$ cat config.mk
export PLATFORM = sky130hd
export DESIGN_NAME = slide_scan
export DESIGN_NICKNAME = d
export VERILOG_FILES = /design/src/rtl/slide_scan.sv
export SDC_FILE = /design/constraint.sdc
export NUM_CORES = 1
export LEC_CHECK = 0
export ABC_AREA = 1
export BUFFER_PORTS_ARGS = -buffer_cell sky130_fd_sc_hd__buf_2
export CORE_UTILIZATION = 50
export CTS_BUF_LIST = sky130_fd_sc_hd__clkbuf_4 sky130_fd_sc_hd__clkbuf_8
export DETAILED_ROUTE_END_ITERATION = 8
export MAX_ROUTING_LAYER = met4
export PLACE_DENSITY = 0.8
export SLEW_MARGIN = 20
export SYNTH_ARGS = -nofsm -noshare
export SYNTH_HDL_FRONTEND = slang
export SYNTH_SLANG_ARGS = --single-unit
$ cat constraint.sdc
create_clock -name clk -period 2.57 [get_ports clk]
set_clock_uncertainty 0.15 [all_clocks]
set_input_delay 0.514 -clock clk [delete_from_list [all_inputs] [get_ports clk]]
set_output_delay 0.514 -clock clk [all_outputs]
set_load 0.1 [all_outputs]
$ cat src/rtl/slide_scan.sv
// Round-robin A2D scanner: walks a channel list, keeps one (optionally IIR-smoothed)
// result per slot, with settling gaps, conversion timeout and update/scan strobes.
module slide_scan #(
    parameter int                  NUM_CH      = 6,
    parameter int                  RES_W       = 12,
    parameter logic [NUM_CH*3-1:0] CH_MAP      = {3'd7, 3'd4, 3'd3, 3'd2, 3'd1, 3'd0},
    parameter int                  AVG_SH      = 0,
    parameter int                  SETTLE_CYC  = 4,
    parameter int                  CNV_TIMEOUT = 1024
) (
    input  logic                    clk,
    input  logic                    rst_n,
    input  logic                    en,
    input  logic                    cnv_cmplt,
    input  logic [RES_W-1:0]        res,
    output logic [2:0]              chnnl,
    output logic                    strt_cnv,
    output logic [NUM_CH*RES_W-1:0] pot,
    output logic [NUM_CH-1:0]       pot_upd,
    output logic                    scan_done,
    output logic                    cnv_err
);

    localparam int SET_N = (SETTLE_CYC < 1) ? 1 : SETTLE_CYC;
    localparam int CNT_MAX = (CNV_TIMEOUT > SET_N) ? CNV_TIMEOUT : SET_N;
    localparam int CNT_W = $clog2(CNT_MAX + 1);
    localparam int IDX_W = (NUM_CH > 1) ? $clog2(NUM_CH) : 1;
    localparam logic [CNT_W-1:0] TO_LAST  = CNT_W'(CNV_TIMEOUT - 1);
    localparam logic [CNT_W-1:0] SET_LAST = CNT_W'(SET_N - 1);
    localparam logic [IDX_W-1:0] IDX_LAST = IDX_W'(NUM_CH - 1);

    typedef enum logic [2:0] {IDLE, START, WAIT, UPDATE, SETTLE} state_t;

    state_t                         state;
    logic [IDX_W-1:0]               idx;
    logic [IDX_W-1:0]               idx_nxt;
    logic [CNT_W-1:0]               cnt;
    logic [RES_W-1:0]               cap;
    logic [NUM_CH-1:0][RES_W-1:0]   slot;
    logic [RES_W-1:0]               cur;
    logic signed [RES_W:0]          diff;
    logic signed [RES_W:0]          dstep;
    logic [RES_W-1:0]               iir;

    function automatic logic [2:0] ch_of(input logic [IDX_W-1:0] i);
        return CH_MAP[3*i +: 3];
    endfunction

    assign idx_nxt = (idx == IDX_LAST) ? '0 : idx + 1'b1;

    // IIR step stays between old slot and new sample, so truncation back to RES_W is exact.
    assign cur   = slot[idx];
    assign diff  = $signed({1'b0, cap}) - $signed({1'b0, cur});
    assign dstep = diff >>> AVG_SH;
    assign iir   = RES_W'({1'b0, cur} + $unsigned(dstep));

    always_ff @(posedge clk or negedge rst_n) begin
        if (!rst_n) begin
            state     <= IDLE;
            idx       <= '0;
            cnt       <= '0;
            cap       <= '0;
            chnnl     <= CH_MAP[2:0];
            strt_cnv  <= 1'b0;
            scan_done <= 1'b0;
            cnv_err   <= 1'b0;
        end else begin
            strt_cnv  <= 1'b0;
            scan_done <= 1'b0;
            cnv_err   <= 1'b0;
            case (state)
                IDLE: begin
                    if (en) begin
                        state    <= START;
                        strt_cnv <= 1'b1;
                    end
                end
                START: begin
                    state <= WAIT;
                    cnt   <= '0;
                end
                WAIT: begin
                    if (cnv_cmplt) begin
                        cap   <= res;
                        state <= UPDATE;
                    end else if (cnt == TO_LAST) begin
                        cnv_err <= 1'b1;
                        cnt     <= '0;
                        state   <= SETTLE;
                    end else begin
                        cnt <= cnt + 1'b1;
                    end
                end
                UPDATE: begin
                    cnt   <= '0;
                    state <= SETTLE;
                end
                SETTLE: begin
                    if (cnt == SET_LAST) begin
                        idx       <= idx_nxt;
                        chnnl     <= ch_of(idx_nxt);
                        scan_done <= (idx == IDX_LAST);
                        if (en) begin
                            state    <= START;
                            strt_cnv <= 1'b1;
                        end else begin
                            state <= IDLE;
                        end
                    end else begin
                        cnt <= cnt + 1'b1;
                    end
                end
                default: state <= IDLE;
            endcase
        end
    end

    // First sample after reset loads raw so the filter does not crawl up from zero.
    for (genvar k = 0; k < NUM_CH; k++) begin : g_slot
        logic [RES_W-1:0] val;
        logic             primed;
        logic             upd_q;
        logic             wr;

        assign wr = (state == UPDATE) && (idx == IDX_W'(k));

        always_ff @(posedge clk or negedge rst_n) begin
            if (!rst_n) begin
                val    <= '0;
                primed <= 1'b0;
                upd_q  <= 1'b0;
            end else begin
                upd_q <= wr;
                if (wr) begin
                    val    <= (primed && AVG_SH != 0) ? iir : cap;
                    primed <= 1'b1;
                end
            end
        end

        assign slot[k]    = val;
        assign pot_upd[k] = upd_q;
    end

    assign pot = slot;

endmodule

==> results of run 1 <==
-- metal layers --
metal / vias up / part of all wire [%] / global-route usage (%)
li1: 1825 / - / -
met2: 153 / 50 / 37.04
met3: 14 / 6.6 / 5.919
met4: 0 / 1.2 / 8.361
met5: - / 0 / -
met1: 1815 / 43 / 31.91
-- worst max path at each step --
stage | endpoint | cells past startpoint | slack, ps | from
after floorplan | chnnl[2] | 8 | 970 | cnt[0]
after global placement | cnt[4] | 10 | 770 | cnt[0]
after detailed placement | cnt[4] | 10 | 680 | cnt[0]
after CTS | pot[32] | 1 | 620 | g_slot[2].val[8]
after global routing | cnt[4] | 10 | 470 | cnt[0]
final | pot[29] | 1 | 630 | g_slot[2].val[5]
-- final cells by class --
cell class                      count  area share [%]
Sequential cell                   113           49.19
Clock inverter                     12           2.373
Timing Repair Buffer              103           9.447
Inverter                           48           3.178
Clock buffer                       20           4.571
Tap cell                          129           2.808
Multi-Input combinational cell    319           28.43
-- power by group --
part | switching [uW] | leakage [uW] | internal [uW]
clock | 744 | 0.000184 | 908
sequential | 250 | 0.00150 | 2160
combinational | 2830 | 0.00140 | 544
-- state kept, by name (all words and copies together) (netlist names) --
| register | count |
|---|---|
| idx | 3 |
| cap | 12 |
| chnnl | 3 |
| state | 3 |
| g_slot.val | 72 |
| g_slot.upd_q | 6 |
| cnv_err | 1 |
| cnt | 11 |
| strt_cnv | 1 |
| scan_done | 1 |
-- synth_stat cells, drive strengths merged, types with 2 or more instances --
master  count
o21ai      83
inv        48
buf        21
a21oi      16
nand4       8
dfrtp     113
ha          2
xnor2       2
nand3      20
nand2     135
o211ai      3
nor2       43
-- logic make-up after synthesis --
group / after synthesis / share of synthesized area (%)
fa+ha+maj: 2 / 0.5174
xor+xnor: 3 / 0.5434
flops: 113 / 58.47
simple gates: 209 / 20.05
compound gates: 105 / 12.68
buf+inv: 70 / 7.736
-- cell usage in the layout (no fill, tap or decap), drive strengths merged, types with 2 or more instances in the layout --
cell type | Yosys | routed
clkinv | 0 | 4
clkbuf | 1 | 20
nand2 | 135 | 135
o211ai | 3 | 3
xnor2 | 2 | 2
buf | 21 | 102
a21oi | 16 | 16
dfrtp | 113 | 113
nand3 | 20 | 20
nor2 | 43 | 43
nand4 | 8 | 8
inv | 48 | 48
clkinvlp | 0 | 6
o21ai | 83 | 83
bufinv | 0 | 2
ha | 2 | 2
-- stage by stage --
stage / total power (uW) / utilization (%)
after floorplan: 5138 / -
after global placement: 5731 / 57.51
after detailed placement: 5802 / 57.51
after CTS: 7460 / 61.91
after global routing: 7753 / 61.91
final: 7434 / 61.91
==> out/results.ini, run 1 <==
[drt]
wl_per_cell_um = 15.08
first_pass_iters = 5
vias = 3807
drtIter0Drc = 291
drc = 0
routed_via_density = 5.117
ant_nets = 0
drt_wl_total_um = 11220

[global_routing]
grt_usage_pct = 24.28
grt_first_pass_wirelength_um = 17780
grt_pass1_vias = 3536
grt_start_max_net_pins = 58
antenna_found_initial = 0
gr-total-overflow = 0

[yosys]
synth_top_cell_area_share_pct = 58.47
synth_top_cell_by_area = dfrtp_1
ys.flop_type = dfrtp_1
synth_edf_count = 0
ys_seq_area_share_pct = 58.47
yosys.cell_types.count = 33
syn_inst = 502
syn_nets = 520
synth_area_mm2 = 0.004836
synth_area_leaders = dfrtp_1 (58%), nand2_1 (10%), o21ai_1 (4.3%)
synth_seq_cells = 113
syn_area_per_cell_um2 = 9.633
yosysWarnings = 0
async_flop_share_pct = 100.0

[cts]
cts_resized = 0
cts_sinks = 113
cts_tree = built
worstSkewPairLatency_ps = 430
cts_hold_buf = 1
cts.clk_slew.worst_paths_ps = 70
h-tree-depth = 4
max-clock-path-buffers = 2
cts_setup_buffers = 0
cts_root_buffer = clkbuf_8
cts_buffers = 17

[cells_and_area]
nets = 620
seqCellArea_mm2 = 0.002828
drive_gt1_share_pct = 28.29
syn2layout_area_growth_pct = 18.86
finalInstanceArea_mm2 = 0.005748
fillers = 776
n_antenna_cell = 0
final_cells = 744
multi_input_area_mm2 = 0.001634

[place]
pre_cts_ws_ps = 680.7
gp_congestion = 0.9953
dpl_cell_area_mm2 = 0.005339
place_inst = 711
io_buffers = 99
hpwl_um = 7668

[sta]
post-route-min-period_ps = 1935
fin_crit_sh_pct = 75.31
grt_setup_unrepaired = no
tightest_slew_ps = 515.1
hold_viol = 0
drv_slew = 0
fin_setup_tns_ps = 0
maxSlewHeadroom_pct = 65.90
max_freq_mhz = 516.7
hold_slack_ps = 181.3
timing.final.ws_setup_ps = 634.6
finalSetupViolations = 0

[min_path]
min_path_type = primary input to flop
hold_depth = 2
holdCritStartpoint = cnv_cmplt
hold_end = cnv_err

[floorplanning]
core_mm2 = 0.009284
ios = 100
die_h_um = 100.3
initial_utilization_pct = 52.09
rows = 35
die_w_um = 100.3
die_area_mm2 = 0.01007

[critical_path]
slowest_stage = buf_2
regToRegEndpoint = cnt[4]
end_kind = output port
cp_cell_sequence = buf_2
cpPeakStageDelay_ps = 450
r2r_setup_slack_ps = 650
rr_worst_depth = 10
startpoint_type = flop
path_class = flop to output port
path_max_fanout = 2
arrival_ps = 1270
cp_top_family = buffers and inverters
cp.required_ps = 1910
rr_startpoint = cnt[0]
crit_buf_inv = 1

[pwr]
power_density_mw_per_mm2 = 1293
p_leak_uw = 0.003083
irDropWorstVdd_v = 0.0006289

[flow_run]
maxCapViolations = 0

[run_status]
outcome = completed

Power figures use the tool's default switching activity.
==> run 2, diff against run 1 <==
- ABC_AREA: 1 -> 0
- PLACE_DENSITY: 0.8 -> 0.83
- clock period: 2.57 -> 1.6 ns (I/O delays scaled with it)
==> run 2 against run 1 <==
- the flow now finishes with violations (setup timing)
- cell area rose by 34%
- largest cell class unchanged
- total power rose by 55%
- sequential share of layout area fell by 13 points
- combinational power rose by 46%
- die area fell by 1.6%
- worst setup slack got worse by 1100 ps
- clock power rose by 61%
- synthesized cell count fell by 31%
- wire length rose by 62%
- register-to-register slack got worse by 1100 ps
- sequential cell count did not move
- clock-buffer cell count fell by 2
==> out/results.ini, run 2 <==
[run_status]
outcome = finished with violations
violations = setup timing

[yosys]
ys.flop_type = dfrtp_1
synth_commonest_cells = dfrtp_1 (113), mux2_2 (86), nor2_1 (13), nand2_1 (11), inv_1 (10)
synth_area_mm2 = 0.004756  ; -1.7%
synth_top_cell_area_share_pct = 59.46  ; +0.98 points
yosysWarnings = 0  ; unchanged
synth_most_common_cell = dfrtp_1
synth_area_leaders = dfrtp_1 (59%), mux2_2 (20%), a22o_2 (1.3%)
syn_nets = 362  ; -30%
yosys.cell_types.count = 53  ; +61%
synth_edf_count = 0  ; unchanged
ys_seq_area_share_pct = 59.46  ; +0.98 points
syn_inst = 344  ; -31%
synth_seq_cells = 113  ; unchanged
syn_area_per_cell_um2 = 13.83  ; +44%
synth_top_cell_by_area = dfrtp_1
async_flop_share_pct = 100.0  ; unchanged

[global_routing]
grt_pass1_vias = 4151  ; +17%
grt_first_pass_wirelength_um = 23970  ; +35%
gr-total-overflow = 0  ; unchanged
antenna_found_initial = 0  ; unchanged
grt_start_max_net_pins = 39  ; -33%
grt_usage_pct = 34.00  ; +9.7 points

[cells_and_area]
final_cell_mix = dfrtp_1 (111), buf_4 (90), buf_6 (78)
nets = 573  ; -7.6%
fillers = 388  ; -50%
reg.largest.list = g_slot.val x72, cap x12, cnt x11
final_util_pct = 83.49  ; +22 points
n_antenna_cell = 0  ; unchanged
drive_gt1_share_pct = 65.85  ; +38 points
layout_commonest_cell = dfrtp_1
largest_reg_flops = 72  ; unchanged
finalInstanceArea_mm2 = 0.007715  ; +34%
top_register = g_slot.val
syn2layout_area_growth_pct = 62.22

[cts]
cts.clk_slew.worst_paths_ps = 80  ; about the same
cts_sinks = 113  ; unchanged
cts_root_buffer = clkbuf_8
cts_tree = built
h-tree-depth = 4  ; unchanged
max-clock-path-buffers = 2  ; unchanged
worstSkewPairLatency_ps = 440  ; about the same
cts_buffers = 17  ; unchanged

[floorplanning]
core_mm2 = 0.009240  ; -0.47%
die_h_um = 99.53  ; -0.82%
die_area_mm2 = 0.009905  ; -1.6%
initial_utilization_pct = 51.47  ; -0.62 points
rows = 35  ; unchanged
ios = 100  ; unchanged
die_w_um = 99.53  ; -0.82%

[critical_path]
end_kind = flop
cp_cell_sequence = or4_4, nor4_4, buf_4, a21oi_1, a21oi_1
path_class = flop to flop
slowest_stage = or4_4
cpPeakStageDelay_ps = 590  ; +140 ps
startpoint_type = flop
path_max_fanout = 2  ; unchanged
crit_top_cell = a21oi_1
cp.required_ps = 1800  ; -110 ps
arrival_ps = 2250  ; +980 ps

[sta]
tightest_slew_ps = 423.0  ; -92.05 ps
hold_viol = 0  ; unchanged
max_freq_mhz = 486.1
grt_setup_unrepaired = yes
fin_crit_sh_pct = 128.6
hold_slack_ps = 40.73  ; -140.6 ps
post-route-min-period_ps = 2057
finalSetupViolations = 114  ; +114
fin_setup_tns_ps = -32100  ; -32,100 ps
timing.final.ws_setup_ps = -457.3  ; -1092 ps
maxSlewHeadroom_pct = 71.67  ; +5.8 points
drv_slew = 0  ; unchanged

[drt]
drt_wl_total_um = 18130  ; +62%
drtIter0Drc = 233  ; -20%
wl_per_cell_um = 26.02  ; +73%
first_pass_iters = 5  ; unchanged
drc = 0  ; unchanged
vias = 4155  ; +9.1%
routed_via_density = 5.961  ; +17%
ant_nets = 0  ; unchanged

[pwr]
p_leak_uw = 0.003819  ; +24%
power_density_mw_per_mm2 = 1495  ; +16%
irDropWorstVdd_v = 0.0009220  ; +47%

[place]
dpl_cell_area_mm2 = 0.006032  ; +13%
pre_cts_ws_ps = -541.7  ; -1222 ps
hpwl_um = 7923  ; +3.3%
io_buffers = 99  ; unchanged
gp_congestion = 0.9009  ; -9.5%

[flow_run]
maxCapViolations = 0  ; unchanged

[min_path]
min_path_type = primary input to flop

-- run 2: cell types whose count changed in the layout (fill, tap and decap cells not counted), moves of 26 or more --
cell,previous run,this run
buf_2,98,14
buf_4,3,90
buf_6,0,78
inv_1,44,7
mux2_2,0,50
mux2_4,0,36
nand2_1,130,6
nor2_1,38,12
o21ai_1,42,1
-- run 2: through the flow --
step	cells	total power, uW
floorplan	344	6494
global placement	612	7374
detailed placement	612	7493
CTS	683	10790
global route	697	11880
finish	697	11530
-- run 2: per-layer routing --
metal | share of wire, % | track usage [%] | up-vias
met4 | 4.8 | 14.71 | 0
met5 | 0 | - | -
li1 | - | - | 1680
met1 | 36 | 38.95 | 2134
met3 | 7.0 | 7.871 | 84
met2 | 52 | 57.32 | 257
-- run 2: worst max-delay path: cells and delay by family, from the launching register on --
family	cells	cell delay, ps
AO/OA/AOI/OAI	2	280
buffers and inverters	1	190
AND/OR/NAND/NOR	2	950
flip-flops	1	400
-- run 2: cells by family after synthesis --
kind of cell	synth area share (%)
DFF	59.46
muxes	20.57
and+or+nand+nor	9.235
AOI/OAI and AO/OA	6.209
buffers and inverters	3.815
adders and majority gates	0.5261
xor gates and xnor gates	0.1842
-- run 2: path summary, 6_finish.rpt --
path                                    endpoint        startpoint  cells past startpoint  slack (ps)
worst max register to register            idx[1]            cnt[3]                      5        -460
max in group asynchronous                cnt[10]             rst_n                      3         420
worst min-delay path                     cnv_err         cnv_cmplt                      3          40
worst max-delay path                      idx[1]            cnt[3]                      5        -460
min in group asynchronous       g_slot[4].val[7]             rst_n                      2         270
worst min register to register  g_slot[5].val[0]  g_slot[5].val[0]                      1         360
-- run 2: repair_timing --
item	in CTS	in global routing
setup buffers	20	16
endpoints found under the hold margin	36	1
cloned	6	0
gates resized for setup	155	76
hold buffers	13	1
endpoints found under the setup margin	189	153
pin swaps	19	17
-- run 2: cell type report --
class / instances / area, um^2 / share of cell area (%)
Sequential cell: 113 / 2830 / 36.68
Multi-Input combinational cell: 201 / 2206 / 28.59
Timing Repair Buffer: 212 / 2097 / 27.18
Clock buffer: 18 / 247.7 / 3.211
Tap cell: 129 / 161.4 / 2.092
Clock inverter: 14 / 130.1 / 1.687
Inverter: 10 / 42.54 / 0.5514
-- run 2: power by group --
group	leakage (uW)	internal (uW)	switching, uW
registers	0.00150	3310	632
clock network	0.000190	1290	1370
logic	0.00213	1990	2950
